File: config.mk
export PLATFORM = sky130hd
export DESIGN_NAME = pair_iq_deadlock_reporter
export DESIGN_NICKNAME = d
export VERILOG_FILES = /design/src/rtl/pair_iq_deadlock_reporter.sv
export SDC_FILE = /design/constraint.sdc
export NUM_CORES = 1
export LEC_CHECK = 0
export ABC_AREA = 1
export CAP_MARGIN = 20
export CORE_MARGIN = 2
export CORE_UTILIZATION = 50
export CTS_BUF_LIST = sky130_fd_sc_hd__clkbuf_16
export CTS_CLUSTER_DIAMETER = 50
export CTS_CLUSTER_SIZE = 24
export DETAILED_ROUTE_END_ITERATION = 12
export GPL_ROUTABILITY_DRIVEN = 0
export PLACE_DENSITY_LB_ADDON = 0.08
export RECOVER_POWER = 50
export SLEW_MARGIN = 10
export SYNTH_ARGS = -nofsm -noshare
export SYNTH_HDL_FRONTEND = slang
export SYNTH_SLANG_ARGS = --single-unit
File: constraint.sdc
create_clock -name clock -period 6.7 [get_ports clock]
set_clock_uncertainty 0.15 [all_clocks]
set_input_delay 1.005 -clock clock [delete_from_list [all_inputs] [get_ports clock]]
set_output_delay 1.005 -clock clock [all_outputs]
set_load 0.005 [all_outputs]
File: src/rtl/pair_iq_deadlock_reporter.sv
// Qualifies a persistent pair_iq deadlock block condition, decodes stalled AXIS channels
// and emits one report word per event. Optional gap timestamp: PAIR_IQ_DEADLOCK_DURATION_EN.
module pair_iq_deadlock_reporter #(
  parameter int TIMEOUT  = 16,
  parameter int NUM_AXIS = 3
) (
  input  logic                    clock,
  input  logic                    reset,
  input  logic                    block,
  input  logic [3*NUM_AXIS-1:0]   axis_block_info,
  input  logic                    clear,
  output logic                    report_valid,
  input  logic                    report_ready,
  output logic [31:0]             report_data,
  output logic                    irq,
  output logic                    busy,
  output logic [1:0]              dbg_state
);

  // Handshake: a word transfers on a rising edge where report_valid && report_ready;
  // report_valid drops on that edge and report_data is frozen while report_valid is high.

  typedef enum logic [1:0] {
    IDLE   = 2'd0,
    ARMED  = 2'd1,
    REPORT = 2'd2,
    HOLD   = 2'd3
  } state_t;

  state_t                  state_q, state_d;
  logic [15:0]             cnt_q, cnt_d;
  logic [2*NUM_AXIS-1:0]   acc_q, acc_d;
  logic [7:0]              evt_q, evt_d;
  logic                    valid_q, valid_d;
  logic [31:0]             data_q, data_d;
  logic                    irq_q, irq_d;
  logic                    busy_q, busy_d;

  logic [NUM_AXIS-1:0]     dec_chan, dec_bad;
  logic [2*NUM_AXIS-1:0]   dec, fire_acc;
  logic [2:0]              field, pat;
  logic                    fire, handshake;
  logic [7:0]              evt_inc;
  logic [15:0]             gap_cap;

  // Field i names channel i only when exactly bit i is clear; any other nonzero value is malformed.
  always_comb begin
    dec_chan = '0;
    dec_bad  = '0;
    field    = '0;
    pat      = '0;
    for (int i = 0; i < NUM_AXIS; i++) begin
      field = axis_block_info[3*i +: 3];
      pat   = ~(3'b001 << i);
      if (field == pat) begin
        dec_chan[i] = 1'b1;
      end else if (field != 3'b000) begin
        dec_bad[i] = 1'b1;
      end
    end
    dec = {dec_bad, dec_chan};
  end

  assign handshake = valid_q && report_ready;
  assign evt_inc   = (evt_q == 8'hFF) ? evt_q : evt_q + 8'd1;

`ifdef PAIR_IQ_DEADLOCK_DURATION_EN
  logic [15:0] gap_q, gap_d;
  always_comb begin
    gap_d = gap_q;
    if (handshake) begin
      gap_d = 16'd0;
    end else if (gap_q != 16'hFFFF) begin
      gap_d = gap_q + 16'd1;
    end
  end
  assign gap_cap = gap_q;
`else
  assign gap_cap = 16'd0;
`endif

  always_comb begin
    state_d  = state_q;
    cnt_d    = cnt_q;
    acc_d    = acc_q;
    evt_d    = evt_q;
    valid_d  = valid_q;
    data_d   = data_q;
    irq_d    = irq_q;
    fire     = 1'b0;
    fire_acc = '0;
    case (state_q)
      IDLE: begin
        if (block) begin
          if (TIMEOUT == 1) begin
            fire     = 1'b1;
            fire_acc = dec;
          end else begin
            cnt_d   = 16'd1;
            acc_d   = dec;
            state_d = ARMED;
          end
        end
      end
      ARMED: begin
        if (block) begin
          if (({1'b0, cnt_q} + 17'd1) == 17'(TIMEOUT)) begin
            fire     = 1'b1;
            fire_acc = acc_q | dec;
          end else begin
            cnt_d = cnt_q + 16'd1;
            acc_d = acc_q | dec;
          end
        end else begin
          cnt_d   = 16'd0;
          acc_d   = '0;
          state_d = IDLE;
        end
      end
      REPORT: begin
        if (handshake) begin
          valid_d = 1'b0;
          state_d = HOLD;
        end
      end
      HOLD: begin
        if (clear) begin
          irq_d   = 1'b0;
          state_d = IDLE;
        end
      end
      default: state_d = IDLE;
    endcase
    // The trigger cycle's own decode is already folded into fire_acc.
    if (fire) begin
      state_d = REPORT;
      cnt_d   = 16'd0;
      acc_d   = '0;
      evt_d   = evt_inc;
      valid_d = 1'b1;
      irq_d   = 1'b1;
      data_d  = {gap_cap, evt_inc, 2'b00, fire_acc};
    end
    busy_d = (state_d != IDLE);
  end

  always_ff @(posedge clock or negedge reset) begin
    if (!reset) begin
      state_q <= IDLE;
      cnt_q   <= 16'd0;
      acc_q   <= '0;
      evt_q   <= 8'd0;
      valid_q <= 1'b0;
      data_q  <= 32'd0;
      irq_q   <= 1'b0;
      busy_q  <= 1'b0;
`ifdef PAIR_IQ_DEADLOCK_DURATION_EN
      gap_q   <= 16'd0;
`endif
    end else begin
      state_q <= state_d;
      cnt_q   <= cnt_d;
      acc_q   <= acc_d;
      evt_q   <= evt_d;
      valid_q <= valid_d;
      data_q  <= data_d;
      irq_q   <= irq_d;
      busy_q  <= busy_d;
`ifdef PAIR_IQ_DEADLOCK_DURATION_EN
      gap_q   <= gap_d;
`endif
    end
  end

  assign report_valid = valid_q;
  assign report_data  = data_q;
  assign irq          = irq_q;
  assign busy         = busy_q;
  assign dbg_state    = state_q;

endmodule

==> results.rst, run 1 <==
.. list-table::
   :header-rows: 1

   * - Metric
     - Value
   * - Static power due to leakage
     - 1.53 nW
   * - Maximum number of pins on one net before global-route repair
     - 42
   * - HPWL after DPL
     - 4520 um
   * - Post-Synthesis Mean Instance Area
     - 7.38 um2
   * - Number of DRC markers after the initial detailed-route iteration
     - 91
   * - Worst Tran Pin Value
     - 2220 ps
   * - Tmin final
     - 2940 ps
   * - Worst min path class
     - flip-flop to flip-flop
   * - Fraction of the yosys area taken by sequential cells
     - 36.7%
   * - Areal power density over the cells
     - 187 nW/um2
   * - Worst slew margin relative to its limit
     - -47.8%
   * - Vias in the first global route
     - 2291
   * - Unrepaired setup endpoints after global routing
     - false
   * - Clock sink count
     - 41
   * - Violated checks
     - max-capacitance violations, max-slew violations
   * - Count of endpoints failing hold in the final timing report
     - 0
   * - Antenna Cells
     - 0
   * - Hold-fix buffers, CTS
     - 0
   * - Post-route fraction of the period consumed by the critical path
     - 43.8%
   * - Routed length per instance
     - 12.2 um
   * - Placement row count
     - 27
   * - Peak supply drop
     - 0.142 mV
   * - Share of total power consumed by net switching
     - 21.3%
   * - Util after Layout
     - 60.6%
   * - Boundary pin count
     - 51
   * - Buffer cell driving the clock tree root
     - clkbuf_16
   * - Clock latency at the later pin of the worst-skew pair
     - 280 ps
   * - Portion of total power attributed to combinational logic
     - 7.6%
   * - # DRC
     - 0
   * - Ratio of cells with drive above 1 in the final layout
     - 14.5%
   * - Total number of vias
     - 2379
   * - Internal power
     - 484 uW
   * - CTS H-tree lvls
     - 2
   * - Count of maximum capacitance violations
     - 1
   * - Cell Count, Final, Fillers Out
     - 487
   * - Final wirelength
     - 5940 um
   * - Count of final setup violators
     - 0
   * - Core region area
     - 5440 um2
   * - Maximum clock rate
     - 340 MHz
   * - Worst hold margin
     - 331 ps
   * - Switching power
     - 131 uW
   * - Post-detailed-route count of antenna-violating nets
     - 0
   * - Drt via density
     - 4.89
   * - Initial antenna violation count
     - 0
   * - Final-layout setup total negative slack
     - 0 ps
   * - Element type at the critical path start
     - input pin
   * - Critical Path AT
     - 2920 ps
   * - Number of nets in the finished design
     - 431
   * - Number of register bits inferred by synthesis
     - 41
   * - Post-CTS setup buffer count
     - 0
   * - Class of the most critical setup path
     - input pin to flip-flop
   * - Worst-path fanout max
     - 16
   * - Horizontal die dimension
     - 78.8 um
   * - Pre-antenna DRT Iters
     - 4
   * - Placed standard-cell area
     - 3110 um2
   * - Die area
     - 6210 um2
   * - Synthesis-to-layout area growth
     - 17.8%
   * - Final Power
     - 616 uW
   * - Clock Power Share
     - 50.3%
   * - YS warnings
     - 0
   * - Required arrival time at the worst endpoint
     - 6690 ps
   * - CTS tree
     - done
   * - Gates resized, CTS repair
     - 0
   * - Max Buffers Root-to-Sink
     - 2
   * - Total CTS buffers
     - 5
   * - Result of the run
     - complete, but fails checks
   * - Total non-filler cell area in the finished layout
     - 3290 um2
   * - Clock Pin Slew Worst Setup and Hold Paths
     - 60 ps
   * - Die boundary height
     - 78.8 um
   * - Synthesized instance count
     - 379
   * - Mapped cell area
     - 2800 um2
   * - Final Slew Violations
     - 42
   * - Filler instances
     - 521
   * - Crit. End Element
     - flip-flop
   * - Final worst-path setup slack
     - 3760 ps
   * - Setup WS pre-CTS
     - 3480 ps
   * - Wire length of the first global-routing pass
     - 10500 um
   * - Power share of the sequential group
     - 42.2%
   * - Count of unique library cells instantiated by Yosys
     - 34
   * - Grt total ovfl
     - 0
   * - Number of I/O port buffers
     - 32
   * - Cells after DPL
     - 479
   * - Initial cell density of the core
     - 51.4%
   * - Gr usage total
     - 21.0%
==> cell usage in the layout, fill, tap and decap left out, drive strengths merged <==
| cell | n |
|---|---|
| o22ai | 14 |
| conb | 18 |
| inv | 45 |
| clkbuf | 6 |
| clkdlybuf4s50 | 22 |
| nor2 | 61 |
| nand4 | 8 |
| xnor2 | 1 |
| a311oi | 1 |
| nor3 | 10 |
| or2 | 3 |
| nand3 | 28 |
| nor4 | 1 |
| ha | 3 |
| dfrtp | 41 |
| bufinv | 2 |
| clkinv | 2 |
| xor2 | 2 |
| o21ai | 16 |
| dlygate4sd3 | 9 |
| a21oi | 5 |
| nand2 | 117 |
==> state kept, by name, indices dropped and copies added, names as in the netlist <==
| signal | cells |
|---|---|
| busy | 1 |
| acc_q | 6 |
| irq | 1 |
| dbg_state | 2 |
| report_valid | 1 |
| report_data | 6 |
| cnt_q | 16 |
| evt_q | 8 |
==> final cells by class <==
class / instances / area [um2] / share of cell area, %
clock inverter: 3 / 65.1 / 1.97
sequential: 41 / 1030 / 31.1
clock buffer: 5 / 125 / 3.80
multi-input combinational: 288 / 1500 / 45.6
timing repair buffer: 32 / 314 / 9.53
inverter: 46 / 173 / 5.24
tap: 72 / 90.1 / 2.73
==> routing by layer <==
metal	GRT usage, %	share of wire (%)
met5	0	0
met4	5.96	1.3
met3	3.41	3.0
met2	34.3	46
met1	29.0	49
==> Yosys cell counts (all sizes together) <==
cell type	n	share of area [%]
clkinv	1	0.13
nor3	10	2.4
ha	3	1.3
nand2	117	17
nand3	28	6.2
nand4	8	1.8
a311oi	1	0.31
conb	1	0.13
nor2	61	11
nor4	1	0.22
o21ai	16	3.4
xnor2	1	0.31
xor2	2	0.63
dfrtp	41	37
o22ai	14	5.4
or2	3	0.67
a21oi	5	0.89
inv	45	6.0
buf	21	5.8
==> cell families (layout without fill, tap and decap cells) <==
family / count (synthesis) / after routing / share of synthesized area, %
simple gates: 228 / 228 / 39.0
buf+inv: 67 / 86 / 11.9
flops: 41 / 41 / 36.7
compound gates: 36 / 36 / 9.97
fa+ha+maj: 3 / 3 / 1.34
xor+xnor: 3 / 3 / 0.939
other cells: 1 / 18 / 0.134
==> power groups by stage <==
stage,clock (mW),combinational (mW),sequential (mW)
global route,0.325,0.0541,0.260
finish,0.309,0.0467,0.260
global placement,0,0.0472,0.264
detailed placement,0,0.0476,0.264
CTS,0.317,0.0475,0.259
floorplan,0,0.0345,0.263
==> worst paths after layout <==
path	from	to	slack (ps)	depth (start not counted)
max in group asynchronous	reset	evt_q[3]	3910	1
max	block	acc_q[4]	3760	7
min reg2reg	report_data[5]	report_data[5]	330	2
max reg2reg	cnt_q[1]	evt_q[1]	4160	14
min in group asynchronous	reset	cnt_q[2]	1230	1
min	report_data[5]	report_data[5]	330	2
==> critical path: stages <==
cell and delay (ps):
clkdlybuf4s50_1 460, inv_1 100, nor2_1 60, nor2_1 450, inv_1 500, nand2_2 260
o22ai_1 80
(Power assumes the default switching activity.)
==> run 2, diff against run 1 <==
clock period = 3 ns   (was 6.7 ns; I/O delays follow)
==> results.rst, run 2 (synthesized netlist as in run 1, its figures left out) <==
.. list-table::
   :header-rows: 1

   * - Metric
     - Value
   * - Result of the run
     - complete, but fails checks
   * - Violated checks
     - max-capacitance violations, max-slew violations
   * - Drt via density
     - 5.05
   * - Max incr delay on CP
     - 430 ps
   * - Die area
     - 6210 um2
   * - Element type at the critical path start
     - flip-flop
   * - Number of nets in the finished design
     - 432
   * - Placement row count
     - 27
   * - Horizontal die dimension
     - 78.8 um
   * - Maximum number of pins on one net before global-route repair
     - 42
   * - Synthesis-to-layout area growth
     - 17.0%
   * - Crit. End Element
     - flip-flop
   * - Gates resized, CTS repair
     - 0
   * - HPWL after DPL
     - 4640 um
   * - Largest registers
     - cnt_q x16, evt_q x8
   * - Post-CTS setup buffer count
     - 0
   * - Boundary pin count
     - 51
   * - Die boundary height
     - 78.8 um
   * - Number of flip-flops under the largest register name
     - 16
   * - Clock sink count
     - 41
   * - Clock latency at the later pin of the worst-skew pair
     - 290 ps
   * - Antenna Cells
     - 0
   * - Cell family contributing the most delay on the critical path
     - simple AND/OR/NAND/NOR gates
   * - Cell breakdown of the critical path
     - ha_1, nand3_2, nor2_2, nand3_1, nand2_1, nand2_1, nor2_1, nand3_2, nor2_4, nor2_2, inv_2, o21ai_0
   * - Post-detailed-route count of antenna-violating nets
     - 0
   * - Clock Power Share
     - 46.8%
   * - Most frequent standard cell in the layout excluding fill and tap cells
     - nand2_1
   * - Critical path buffers and inverters
     - 1
   * - Worst Tran Pin Value
     - 2220 ps
   * - Switching power
     - 295 uW
   * - Critical Path AT
     - 2550 ps
   * - Gr usage total
     - 21.9%
   * - Total number of vias
     - 2462
   * - CTS tree
     - done
   * - Filler instances
     - 509
   * - Class of the most critical setup path
     - flip-flop to flip-flop
   * - Post-route fraction of the period consumed by the critical path
     - 84.9%
   * - Clock Pin Slew Worst Setup and Hold Paths
     - 60 ps
   * - # DRC
     - 0
   * - Max Buffers Root-to-Sink
     - 2
   * - Final wirelength
     - 6330 um
   * - Final Slew Violations
     - 42
   * - Util after Layout
     - 60.2%
   * - Commonest cells after routing, fill and taps aside
     - nand2_1, nor2_1, inv_1
   * - Count of maximum capacitance violations
     - 1
   * - Wire length of the first global-routing pass
     - 10700 um
   * - Worst-path fanout max
     - 11
   * - Top register by number of flip-flops
     - cnt_q
   * - Static power due to leakage
     - 1.52 nW
   * - Worst min path class
     - flip-flop to flip-flop
   * - Core region area
     - 5440 um2
   * - Unrepaired setup endpoints after global routing
     - false
   * - Final-layout setup total negative slack
     - 0 ps
   * - Initial cell density of the core
     - 51.4%
   * - Buffer cell driving the clock tree root
     - clkbuf_16
   * - Required arrival time at the worst endpoint
     - 3010 ps
   * - Number of DRC markers after the initial detailed-route iteration
     - 139
   * - Worst setup slack for register-to-register paths
     - 450 ps
   * - Total CTS buffers
     - 5
   * - Internal power
     - 994 uW
   * - Power share of the sequential group
     - 44.8%
   * - Slowest library cell on the worst path
     - dfrtp_1
   * - Portion of total power attributed to combinational logic
     - 8.4%
   * - Hold-fix buffers, CTS
     - 0
   * - Tmin final
     - 2550 ps
   * - Worst slew margin relative to its limit
     - -47.9%
   * - Routed length per instance
     - 13.0 um
   * - Count of final setup violators
     - 0
   * - Final Power
     - 1.29 mW
   * - Areal power density over the cells
     - 394 nW/um2
   * - Worst hold margin
     - 329 ps
   * - Maximum clock rate
     - 393 MHz
   * - Share of total power consumed by net switching
     - 22.9%
   * - Pre-antenna DRT Iters
     - 4
   * - Count of endpoints failing hold in the final timing report
     - 0
   * - CTS H-tree lvls
     - 2
   * - Initial antenna violation count
     - 0
   * - Cells after DPL
     - 480
   * - Peak supply drop
     - 0.363 mV
   * - Vias in the first global route
     - 2311
   * - Ratio of cells with drive above 1 in the final layout
     - 14.2%
   * - Cell Count, Final, Fillers Out
     - 488
   * - Grt total ovfl
     - 0
   * - Number of I/O port buffers
     - 32
-- run 2: changes by cell type in the layout (fill, tap and decap cells not counted), sizes merged --
cell / before / now
buf: 0 / 1
bufinv: 2 / 1
inv: 45 / 46
-- run 2: final timing paths --
kind,from,endpoint,cells after the start
worst min register to register,report_data[2],report_data[2],2
max in group asynchronous,reset,acc_q[3],1
worst max-delay path,cnt_q[1],cnt_q[2],12
min in group asynchronous,reset,cnt_q[4],1
worst min-delay path,report_data[2],report_data[2],2
worst max register to register,cnt_q[1],cnt_q[2],12
-- run 2: area by class of cell --
cell class                      instances  area, um2  share of cell area (%)
Multi-Input combinational cell        288       1500                    45.9
Sequential cell                        41       1030                    31.3
Timing Repair Buffer                   33        322                    9.82
Clock buffer                            5        125                    3.82
Tap cell                               72       90.1                    2.75
Clock inverter                          3       37.5                    1.15
Inverter                               46        173                    5.27
-- run 2: routing by layer --
layer	GRT usage (%)	share of wire [%]	vias to the layer above	wire length, um
met4	8.60	1.6	0	102
met1	28.5	47	1132	2980
met2	35.9	48	68	3020
li1	-	-	1252	-
met5	0	0	-	0
met3	4.32	3.5	10	222
-- run 2: tightest hold or removal path, cell delays in order, from the launching register on --
cell and delay [ps]:
dfrtp_1 330, nand2_1 60, o21ai_2 50
-- run 2: per-stage QoR --
stage               setup WS [ps]  cell area (um2)
CTS                           477             3280
global route                  186             3270
finish                        453             3270
detailed placement            394             3110
floorplan                     776             2860
global placement              419             3110
-- run 2: power by group through the flow --
stage          registers (mW)  clock network (mW)  logic [mW]
5_1_grt                 0.579               0.633       0.124
2_1_floorplan           0.587                   0      0.0770
6_report                0.578               0.603       0.108
3_5_place_dp            0.588                   0       0.109
3_3_place_gp            0.587                   0       0.107
4_1_cts                 0.578               0.618       0.110
